<file path="config.mk">
export PLATFORM = sky130hd
export DESIGN_NAME = symbol_period_flat
export DESIGN_NICKNAME = d
export VERILOG_FILES = /design/src/rtl/symbol_period_if.sv /design/src/rtl/symbol_period.sv /design/src/flat_wrapper.sv
export SDC_FILE = /design/constraint.sdc
export NUM_CORES = 1
export LEC_CHECK = 0
export ABC_CLOCK_PERIOD_IN_PS = 7000
export BUFFER_PORTS_ARGS = -buffer_cell sky130_fd_sc_hd__buf_4
export CAP_MARGIN = 5
export CORE_ASPECT_RATIO = 1.75
export CORE_MARGIN = 8
export CORE_UTILIZATION = 65
export DETAILED_ROUTE_END_ITERATION = 6
export PLACE_DENSITY = 0.84
export SYNTH_ARGS = -nofsm -noshare
export SYNTH_HDL_FRONTEND = slang
export SYNTH_SLANG_ARGS = --single-unit
</file>
<file path="constraint.sdc">
create_clock -name Clk100M -period 7 [get_ports Clk100M]
set_clock_uncertainty 0.2 [all_clocks]
set_input_delay 1.05 -clock Clk100M [delete_from_list [all_inputs] [get_ports Clk100M]]
set_output_delay 1.05 -clock Clk100M [all_outputs]
set_load 0.02 [all_outputs]
</file>
<file path="src/rtl/symbol_period_if.sv">
// Handshake and display bundle between the play-period stage and its neighbours.
// The master side drives start/magic/levelComplete. The slave side (the stage itself) drives the rest.
interface symbol_period_if;
  logic       startLevel;
  logic [3:0] magicSymbol;
  logic       levelComplete;
  logic       postSig;
  logic [7:0] magicSymbolCount;
  logic [7:0] symbolSeg;
  logic       running;

  modport master (
    output startLevel, magicSymbol, levelComplete,
    input  postSig, magicSymbolCount, symbolSeg, running
  );

  modport slave (
    input  startLevel, magicSymbol, levelComplete,
    output postSig, magicSymbolCount, symbolSeg, running
  );
endinterface

</file>
<file path="src/rtl/symbol_period.sv">
// Play-period stage: shows a pseudo-random digit on one 7-segment display and counts
// magic-symbol hits. On expiry it pulses postSig and holds the count until levelComplete.
module symbol_period #(
  parameter int unsigned CYCLES_PER_SEC = 100000000,
  parameter int unsigned SYMBOL_CYCLES  = 50000000,
  parameter int unsigned PLAY_SECONDS   = 10,
  parameter logic [15:0] LFSR_SEED      = 16'hACE1
) (
  input  logic           Clk100M,
  input  logic           Rst,
  symbol_period_if.slave bus
);

  localparam int unsigned SecW = (CYCLES_PER_SEC > 1) ? $clog2(CYCLES_PER_SEC) : 1;
  localparam int unsigned SymW = (SYMBOL_CYCLES > 1) ? $clog2(SYMBOL_CYCLES) : 1;
  localparam logic [SecW-1:0] SecMax   = SecW'(CYCLES_PER_SEC - 1);
  localparam logic [SymW-1:0] SymMax   = SymW'(SYMBOL_CYCLES - 1);
  localparam logic [7:0]      SegBlank = 8'hFF;
  localparam logic [7:0]      CountMax = 8'd99;

  typedef enum logic [1:0] {StIdle, StRun, StHold} state_e;

  state_e          r_state, w_state_nxt;
  logic [15:0]     r_lfsr, w_lfsr_nxt;
  logic [SecW-1:0] r_sec_cnt, w_sec_cnt_nxt;
  logic [SymW-1:0] r_sym_cnt, w_sym_cnt_nxt;
  logic [7:0]      r_secs_left, w_secs_left_nxt;
  logic [3:0]      r_magic, w_magic_nxt;
  logic [7:0]      r_count, w_count_nxt;
  logic [7:0]      r_seg, w_seg_nxt;
  logic            r_post, w_post_nxt;
  logic [3:0]      w_sym_raw, w_sym_val;
  logic            w_hit;

  function automatic logic [7:0] seg_encode(input logic [3:0] digit);
    case (digit)
      4'd0:    seg_encode = 8'hC0;
      4'd1:    seg_encode = 8'hF9;
      4'd2:    seg_encode = 8'hA4;
      4'd3:    seg_encode = 8'hB0;
      4'd4:    seg_encode = 8'h99;
      4'd5:    seg_encode = 8'h92;
      4'd6:    seg_encode = 8'h82;
      4'd7:    seg_encode = 8'hD8;
      4'd8:    seg_encode = 8'h80;
      4'd9:    seg_encode = 8'h90;
      default: seg_encode = 8'hFF;
    endcase
  endfunction

  // Fibonacci taps 16,14,13,11; free-running in every state
  assign w_lfsr_nxt = {r_lfsr[14:0], r_lfsr[15] ^ r_lfsr[13] ^ r_lfsr[12] ^ r_lfsr[10]};
  assign w_sym_raw  = r_lfsr[3:0];
  assign w_sym_val  = (w_sym_raw >= 4'd10) ? w_sym_raw - 4'd10 : w_sym_raw;

  always_comb begin
    w_state_nxt     = r_state;
    w_sec_cnt_nxt   = r_sec_cnt;
    w_sym_cnt_nxt   = r_sym_cnt;
    w_secs_left_nxt = r_secs_left;
    w_magic_nxt     = r_magic;
    w_count_nxt     = r_count;
    w_seg_nxt       = r_seg;
    w_post_nxt      = 1'b0;
    w_hit           = 1'b0;
    case (r_state)
      StIdle: begin
        w_sec_cnt_nxt = '0;
        w_sym_cnt_nxt = '0;
        w_seg_nxt     = SegBlank;
        if (bus.startLevel) begin
          w_magic_nxt     = bus.magicSymbol;
          w_count_nxt     = '0;
          w_secs_left_nxt = 8'(PLAY_SECONDS);
          w_state_nxt     = StRun;
        end
      end
      StRun: begin
        w_hit         = (r_sym_cnt == '0) && (w_sym_val == r_magic);
        w_sym_cnt_nxt = (r_sym_cnt == SymMax) ? '0 : r_sym_cnt + SymW'(1);
        if (r_sym_cnt == '0) w_seg_nxt = seg_encode(w_sym_val);
        if (w_hit && (r_count < CountMax)) w_count_nxt = r_count + 8'd1;
        if (r_sec_cnt == SecMax) begin
          w_sec_cnt_nxt   = '0;
          w_secs_left_nxt = r_secs_left - 8'd1;
          // Last second wrapping: a draw on this cycle is still counted, but the display blanks
          if (r_secs_left == 8'd1) begin
            w_state_nxt = StHold;
            w_post_nxt  = 1'b1;
            w_seg_nxt   = SegBlank;
          end
        end else begin
          w_sec_cnt_nxt = r_sec_cnt + SecW'(1);
        end
      end
      StHold: begin
        w_sec_cnt_nxt = '0;
        w_sym_cnt_nxt = '0;
        w_seg_nxt     = SegBlank;
        if (bus.levelComplete) w_state_nxt = StIdle;
      end
      default: w_state_nxt = StIdle;
    endcase
  end

  always_ff @(posedge Clk100M or posedge Rst) begin
    if (Rst) begin
      r_state     <= StIdle;
      r_lfsr      <= LFSR_SEED;
      r_sec_cnt   <= '0;
      r_sym_cnt   <= '0;
      r_secs_left <= '0;
      r_magic     <= '0;
      r_count     <= '0;
      r_seg       <= SegBlank;
      r_post      <= 1'b0;
    end else begin
      r_state     <= w_state_nxt;
      r_lfsr      <= w_lfsr_nxt;
      r_sec_cnt   <= w_sec_cnt_nxt;
      r_sym_cnt   <= w_sym_cnt_nxt;
      r_secs_left <= w_secs_left_nxt;
      r_magic     <= w_magic_nxt;
      r_count     <= w_count_nxt;
      r_seg       <= w_seg_nxt;
      r_post      <= w_post_nxt;
    end
  end

  assign bus.postSig          = r_post;
  assign bus.magicSymbolCount = r_count;
  assign bus.symbolSeg        = r_seg;
  assign bus.running          = (r_state == StRun);

endmodule
</file>
<file path="src/flat_wrapper.sv">
// flat-port wrapper written by rule: the top's interface ports become plain ports
module symbol_period_flat 
#(
  parameter int unsigned CYCLES_PER_SEC = 100000000,
  parameter int unsigned SYMBOL_CYCLES  = 50000000,
  parameter int unsigned PLAY_SECONDS   = 10,
  parameter logic [15:0] LFSR_SEED      = 16'hACE1
)
  (Clk100M, Rst, bus_startLevel, bus_magicSymbol, bus_levelComplete, bus_postSig, bus_magicSymbolCount, bus_symbolSeg, bus_running);
  symbol_period_if bus_i ();
  input  logic Clk100M;
  input  logic Rst;
  input wire logic [$bits(bus_i.startLevel)-1:0] bus_startLevel;
  input wire logic [$bits(bus_i.magicSymbol)-1:0] bus_magicSymbol;
  input wire logic [$bits(bus_i.levelComplete)-1:0] bus_levelComplete;
  output wire logic [$bits(bus_i.postSig)-1:0] bus_postSig;
  output wire logic [$bits(bus_i.magicSymbolCount)-1:0] bus_magicSymbolCount;
  output wire logic [$bits(bus_i.symbolSeg)-1:0] bus_symbolSeg;
  output wire logic [$bits(bus_i.running)-1:0] bus_running;
  assign bus_i.startLevel = bus_startLevel;
  assign bus_i.magicSymbol = bus_magicSymbol;
  assign bus_i.levelComplete = bus_levelComplete;
  assign bus_postSig = bus_i.postSig;
  assign bus_magicSymbolCount = bus_i.magicSymbolCount;
  assign bus_symbolSeg = bus_i.symbolSeg;
  assign bus_running = bus_i.running;
  symbol_period #(.CYCLES_PER_SEC(CYCLES_PER_SEC), .SYMBOL_CYCLES(SYMBOL_CYCLES), .PLAY_SECONDS(PLAY_SECONDS), .LFSR_SEED(LFSR_SEED)) u_core (.Clk100M(Clk100M), .Rst(Rst), .bus(bus_i));
endmodule
</file>
; Yosys cells after proc, flatten, opt, wreduce, memory -nomap -nowiden
; Memory sizes are Yosys's and may differ from the RTL's.
; Index checks and enable logic that the tools add are counted.
; Widths: inputs -> output; s select.
[word_totals]
word_cells = 65
romBits = 112
ff_bits = 100
out_inout_bits = 18
memories = 1
[op_classes]
reduce_logical = 11
mux = 23
n_lt_le_gt_ge = 2
eq_ne = 11
add_sub_neg = 5
bitwise_logic = 3
[memory_table]
columns = memory, depth, word_bits, rd, rd_ports_with_merged_regs, wr, line_no
row1 = (no name shown), 16, 7, 1, 0, 0, symbol_period.sv:36  ; case (digit)
[ops]
columns = operator, n
row1 = $mux 8, 7
row2 = $pmux 27 s2, 1
row3 = $pmux 26 s2, 1
row4 = $pmux 8 s2, 3
row5 = $add 27x1->27 const B, 1
row6 = $eq 27x27->1 const B, 1
row7 = $mux 27, 1
row8 = $add 26x1->26 const B, 1
row9 = $eq 26x26->1 const B, 1
row10 = $logic_not 26->1, 1
row11 = $mux 26, 1
row12 = $add 8x1->8 const B, 1
row13 = $eq 8x1->1 const B, 1
row14 = $lt 8x7->1 const B, 1
row15 = $mux 2, 4
row16 = $sub 8x1->8 const B, 1
row17 = $ne 2x1->1 const B, 3
row18 = $pmux 2 s3, 1
row19 = $reduce_and 3->1, 2
row20 = $eq 4x4->1, 1
row21 = $ge 4x4->1 const B, 1
row22 = $mux 4, 1
row23 = $ne 2x2->1 const B, 2
row24 = $reduce_and 4->1, 1
row25 = 10 further kinds, 16

; Logic depth before layout (Yosys ltp)
[depth]
depth_word = 7
mapped_depth = 9
mapped_depth_nobuf = 8

; Least setup slack after synthesis
; Ideal clock, no wire load.
[synth_path]
path_kind = reg2reg
from = reg u_core.r_lfsr[1]
to = reg u_core.r_count[0] (netlist: u_core.bus.magicSymbolCount[0])
period_less_slack_ns = 2.639
arrival_time_ns = 2.344
path_buffers = 2
setup_time_ns = 0.096
path_stages_with_launch = 10
t_required_ns = 6.704
slack_ns = 4.361
path_cell_list = dfrtp_1 clkbuf_1 inv_1 ha_1 clkbuf_1 xnor2_1 o211ai_1 a211oi_1 nand2_1 o31ai_1
[synth_via]
elab_chain_cells = 7
[synth_rtl]
columns = item, line_no
row1 = start: declaration, symbol_period.sv:24  ; logic [15:0] r_lfsr, w_lfsr_nxt;
row2 = start signal: assignment, symbol_period.sv:119  ; r_lfsr <= w_lfsr_nxt;
row3 = $sub 4x4->4 / $ge 4x4->1 (equally long branches), symbol_period.sv:54  ; assign w_sym_val = (w_sym_raw >= 4'd10) ? w_sym_raw - 4'd10 : w_sym_raw;
row4 = $mux 4 (*), symbol_period.sv:54
row5 = $eq 4x4->1 (*), symbol_period.sv:79  ; w_hit = (r_sym_cnt == '0) && (w_sym_val == r_magic);
row6 = $logic_and 1x1->1 (*), symbol_period.sv:79
row7 = $logic_and 1x1->1 (*), symbol_period.sv:82  ; if (w_hit && (r_count < CountMax)) w_count_nxt = r_count + 8'd1;
row8 = $ne 2x1->1 (no source line) (*), -
row9 = $reduce_and 3->1 (no source line) (*), -
row10 = end signal: assignment, symbol_period.sv:124  ; r_count <= w_count_nxt;
row11 = end: declaration, symbol_period.sv:29  ; logic [7:0] r_count, w_count_nxt;
; Mark *: on every way between the ends. The rest lies on a longest branch, timed or not.
; A chain may end at the register's enable or synchronous reset.

; Worst setup path after layout
; Ends and elaborated chain as after synthesis.

==> results.toml <==
[clock_tree]
ctsHoldBuffers = 0
worst_skew_pair.late_latency_ps = 350
clockBufferDepth = 2
cts_buffers = 9
htreeDepth = 3
clockRootBuffer = "clkbuf_16"
cts.sinks = 100
cts_tree = "done"
clk_pin_slew_ps = 70
post_cts_buffers = 0
postCtsResizedCells = 0

[finish]
nets = 626
antenna_cells = 0
area_growth_syn_to_layout_pct = 9.202
design_area_sq_um = 5924
layout-drive-gt1-share = 0.1207

[synthesis]
ys_seq_area_frac = 0.4649
synth_area_per_cell_sq_um = 9.087
netlist_instances = 597
synth_seq_cells = 100
ys_types = 67
syn_nets = 615
ys.flop_type = "dfrtp_1"
async_flop_share = 1.000
synth_warnings = 0
synth-edff-count = 0
synth_area_sq_um = 5425

[floorplanning]
dieArea_sq_um = 11640
rows = 44
start_util = 0.6614
die_w_um = 85.06
dieHeight_um = 136.9
core_sq_um = 8203
ios = 26

[power_and_ir_drop]
power_frac_comb = 0.192
p_per_area_nw_per_um2 = 253.9
power_mw = 1.504
clock_power_share = 0.328
p_sw_mw = 0.4503
vdd_ir_drop_max_v = 0.0002370
p_sw_frac = 0.2993
intPower_mw = 1.054
power_leakage_nw = 2.518
seqPwrFrac = 0.481

[global_routing]
grt_max_degree = 72
grt_overflow_total = 0
grt_usage = 0.2243
grt_pass1_vias = 4548
antenna_found_initial = 0
grt_pass1_wl_um = 21050

[route]
routed_wl_um = 12520
postRouteAntennaNets = 0
drtIter0Drc = 430
drc = 0
routedWlPerCell_um = 17.76
vias = 4668
firstDrtPassIters = 5
via_per_inst = 6.621

[critical_path]
cp_max_fo = 14
worst_setup_path_start_kind = "flip-flop"
crit_chain = "inv_1 -> ha_1 -> xnor2_1 -> o211ai_1 -> a211oi_1 -> nand2_1 -> o31ai_1"
required_ps = 7060
cp-end-kind = "flip-flop"
worstPathArrival_ps = 3060
slowest_delay_ps = 820
crit_type = "reg2reg"
crit_family = "compound AO/OA/AOI/OAI gates"
cp_slowest_cell = "a211oi_1"
path_buf_inv = 1

[hold_path]
min_path_type = "reg2reg"

[run_status]
run_status = "completed"

[timing]
worstMarginPinSlew_ps = 1255
hold_viol = 0
rsz0062_at_grt = "no"
drv_slew = 0
finalSetupTns_ps = 0
fin_crit_ps = 3008
slew_headroom = 0.1635
fmax_ghz = 0.3324
final-setup-viol-count = 0
post-route-period-util = 0.4297

[place]
dp_hpwl_um = 8573
gp_routability_congestion = 0.9001
dpl_cell_area_sq_um = 5629
portBuffers = 25

[flow_run]
drv_cap = 0
-- per-layer routing --
metal / vias up / GRT usage / part of all wire
met4: 0 / 0.1017 / 0.026
met3: 28 / 0.03969 / 0.044
met2: 143 / 0.4048 / 0.52
met1: 2295 / 0.2495 / 0.41
met5: - / 0 / 0
li1: 2202 / - / -
-- path summary, 6_finish.rpt --
path | startpoint | end | slack, ps | cells after the start
max in group asynchronous | Rst | u_core.r_sec_cnt[21] | 4910 | 3
min reg2reg | u_core.r_lfsr[8] | u_core.r_lfsr[9] | 150 | 0
min in group asynchronous | Rst | u_core.r_lfsr[9] | 480 | 2
max | u_core.r_lfsr[1] | u_core.bus.magicSymbolCount[0] | 3990 | 7
max reg2reg | u_core.r_lfsr[1] | u_core.bus.magicSymbolCount[0] | 3990 | 7
min | u_core.r_lfsr[8] | u_core.r_lfsr[9] | 150 | 0
-- cell type report --
type	instances	area, sq um
clock inverters	5	62.56
inverters	27	103.9
flip-flops and latches	100	2522
clock buffers	11	232.7
repair buffers	28	210.2
multi-input cells	442	2678
fillers	609	2278
well taps	92	115.1
-- cell usage in the layout (no fill, tap or decap), types with 5 or more instances in the layout --
cell | synthesis | layout
dfrtp_1 | 84 | 84
nand2_1 | 77 | 77
nand3_1 | 37 | 37
a21oi_1 | 36 | 36
o21ai_0 | 32 | 32
buf_4 | 0 | 28
inv_1 | 27 | 26
nand4_1 | 26 | 26
nor2_1 | 25 | 25
a31oi_1 | 18 | 18
dfstp_2 | 16 | 16
and2_1 | 14 | 14
nor4_1 | 13 | 13
or3_1 | 12 | 12
nor3_1 | 11 | 11
ha_1 | 10 | 10
nand2b_1 | 9 | 9
xor2_1 | 9 | 9
clkbuf_16 | 0 | 9
xnor2_1 | 8 | 8
and3_1 | 8 | 8
nor2b_1 | 7 | 7
o31ai_1 | 7 | 7
mux2i_1 | 6 | 6
a2bb2oi_1 | 6 | 6
a21o_1 | 5 | 5
o211ai_1 | 5 | 5
or4_1 | 5 | 5
-- cells by family (layout without fill, tap and decap cells) --
kind of cell,count (synthesis),count (layout),synth area share
buffers and inverters,55,71,0.04151
flip-flops,100,100,0.4649
XOR/XNOR,17,17,0.02745
AO/OA/AOI/OAI,141,141,0.1661
adder cells (fa/ha/maj),10,10,0.02306
AND/OR/NAND/NOR,268,268,0.2659
multiplexers,6,6,0.01107
-- synthesized netlist by cell type, drive strengths merged (15+ instances only) --
library cell	count	area share
dfrtp	84	0.39
inv	27	0.019
a31oi	19	0.023
o21ai	32	0.030
nor4	15	0.021
nor2	25	0.017
dfstp	16	0.077
nand4	26	0.030
a21oi	36	0.033
nand3	38	0.036
clkbuf	20	0.014
nand2	77	0.053
-- flip-flops by register name, indices dropped and copies added, names as in the netlist, 2 cells and up --
name                         count
u_core.r_secs_left               8
u_core.r_sec_cnt                27
u_core.bus.symbolSeg             8
u_core.r_state                   2
u_core.bus.magicSymbolCount      8
u_core.r_magic                   4
u_core.r_sym_cnt                26
u_core.r_lfsr                   16
-- metrics by stage --
step,cells,setup WS (ps),hold WS (ps),utilization
3_5_place_dp,689,4048,138.4,0.6862
4_1_cts,705,4055,154.4,0.7222
5_1_grt,705,3723,166.3,0.7222
2_1_floorplan,597,3158,131.2,-
3_3_place_gp,689,4189,136.0,0.6862
6_report,705,3992,153.9,0.7222
-- power groups by stage --
stage / clock network (mW) / logic [mW] / registers [mW]
floorplan: 0 / 0.180 / 0.741
global placement: 0 / 0.278 / 0.728
detailed placement: 0 / 0.289 / 0.730
CTS: 0.498 / 0.290 / 0.722
global route: 0.522 / 0.322 / 0.733
finish: 0.493 / 0.288 / 0.723
-- worst reg2reg max path, stage by stage (launching register included) --
cell and delay [ps]:
dfrtp_1 600, inv_1 200, ha_1 340, xnor2_1 190, o211ai_1 140, a211oi_1 820
nand2_1 200, o31ai_1 220
No activity file was read; power rests on OpenSTA's default activity.
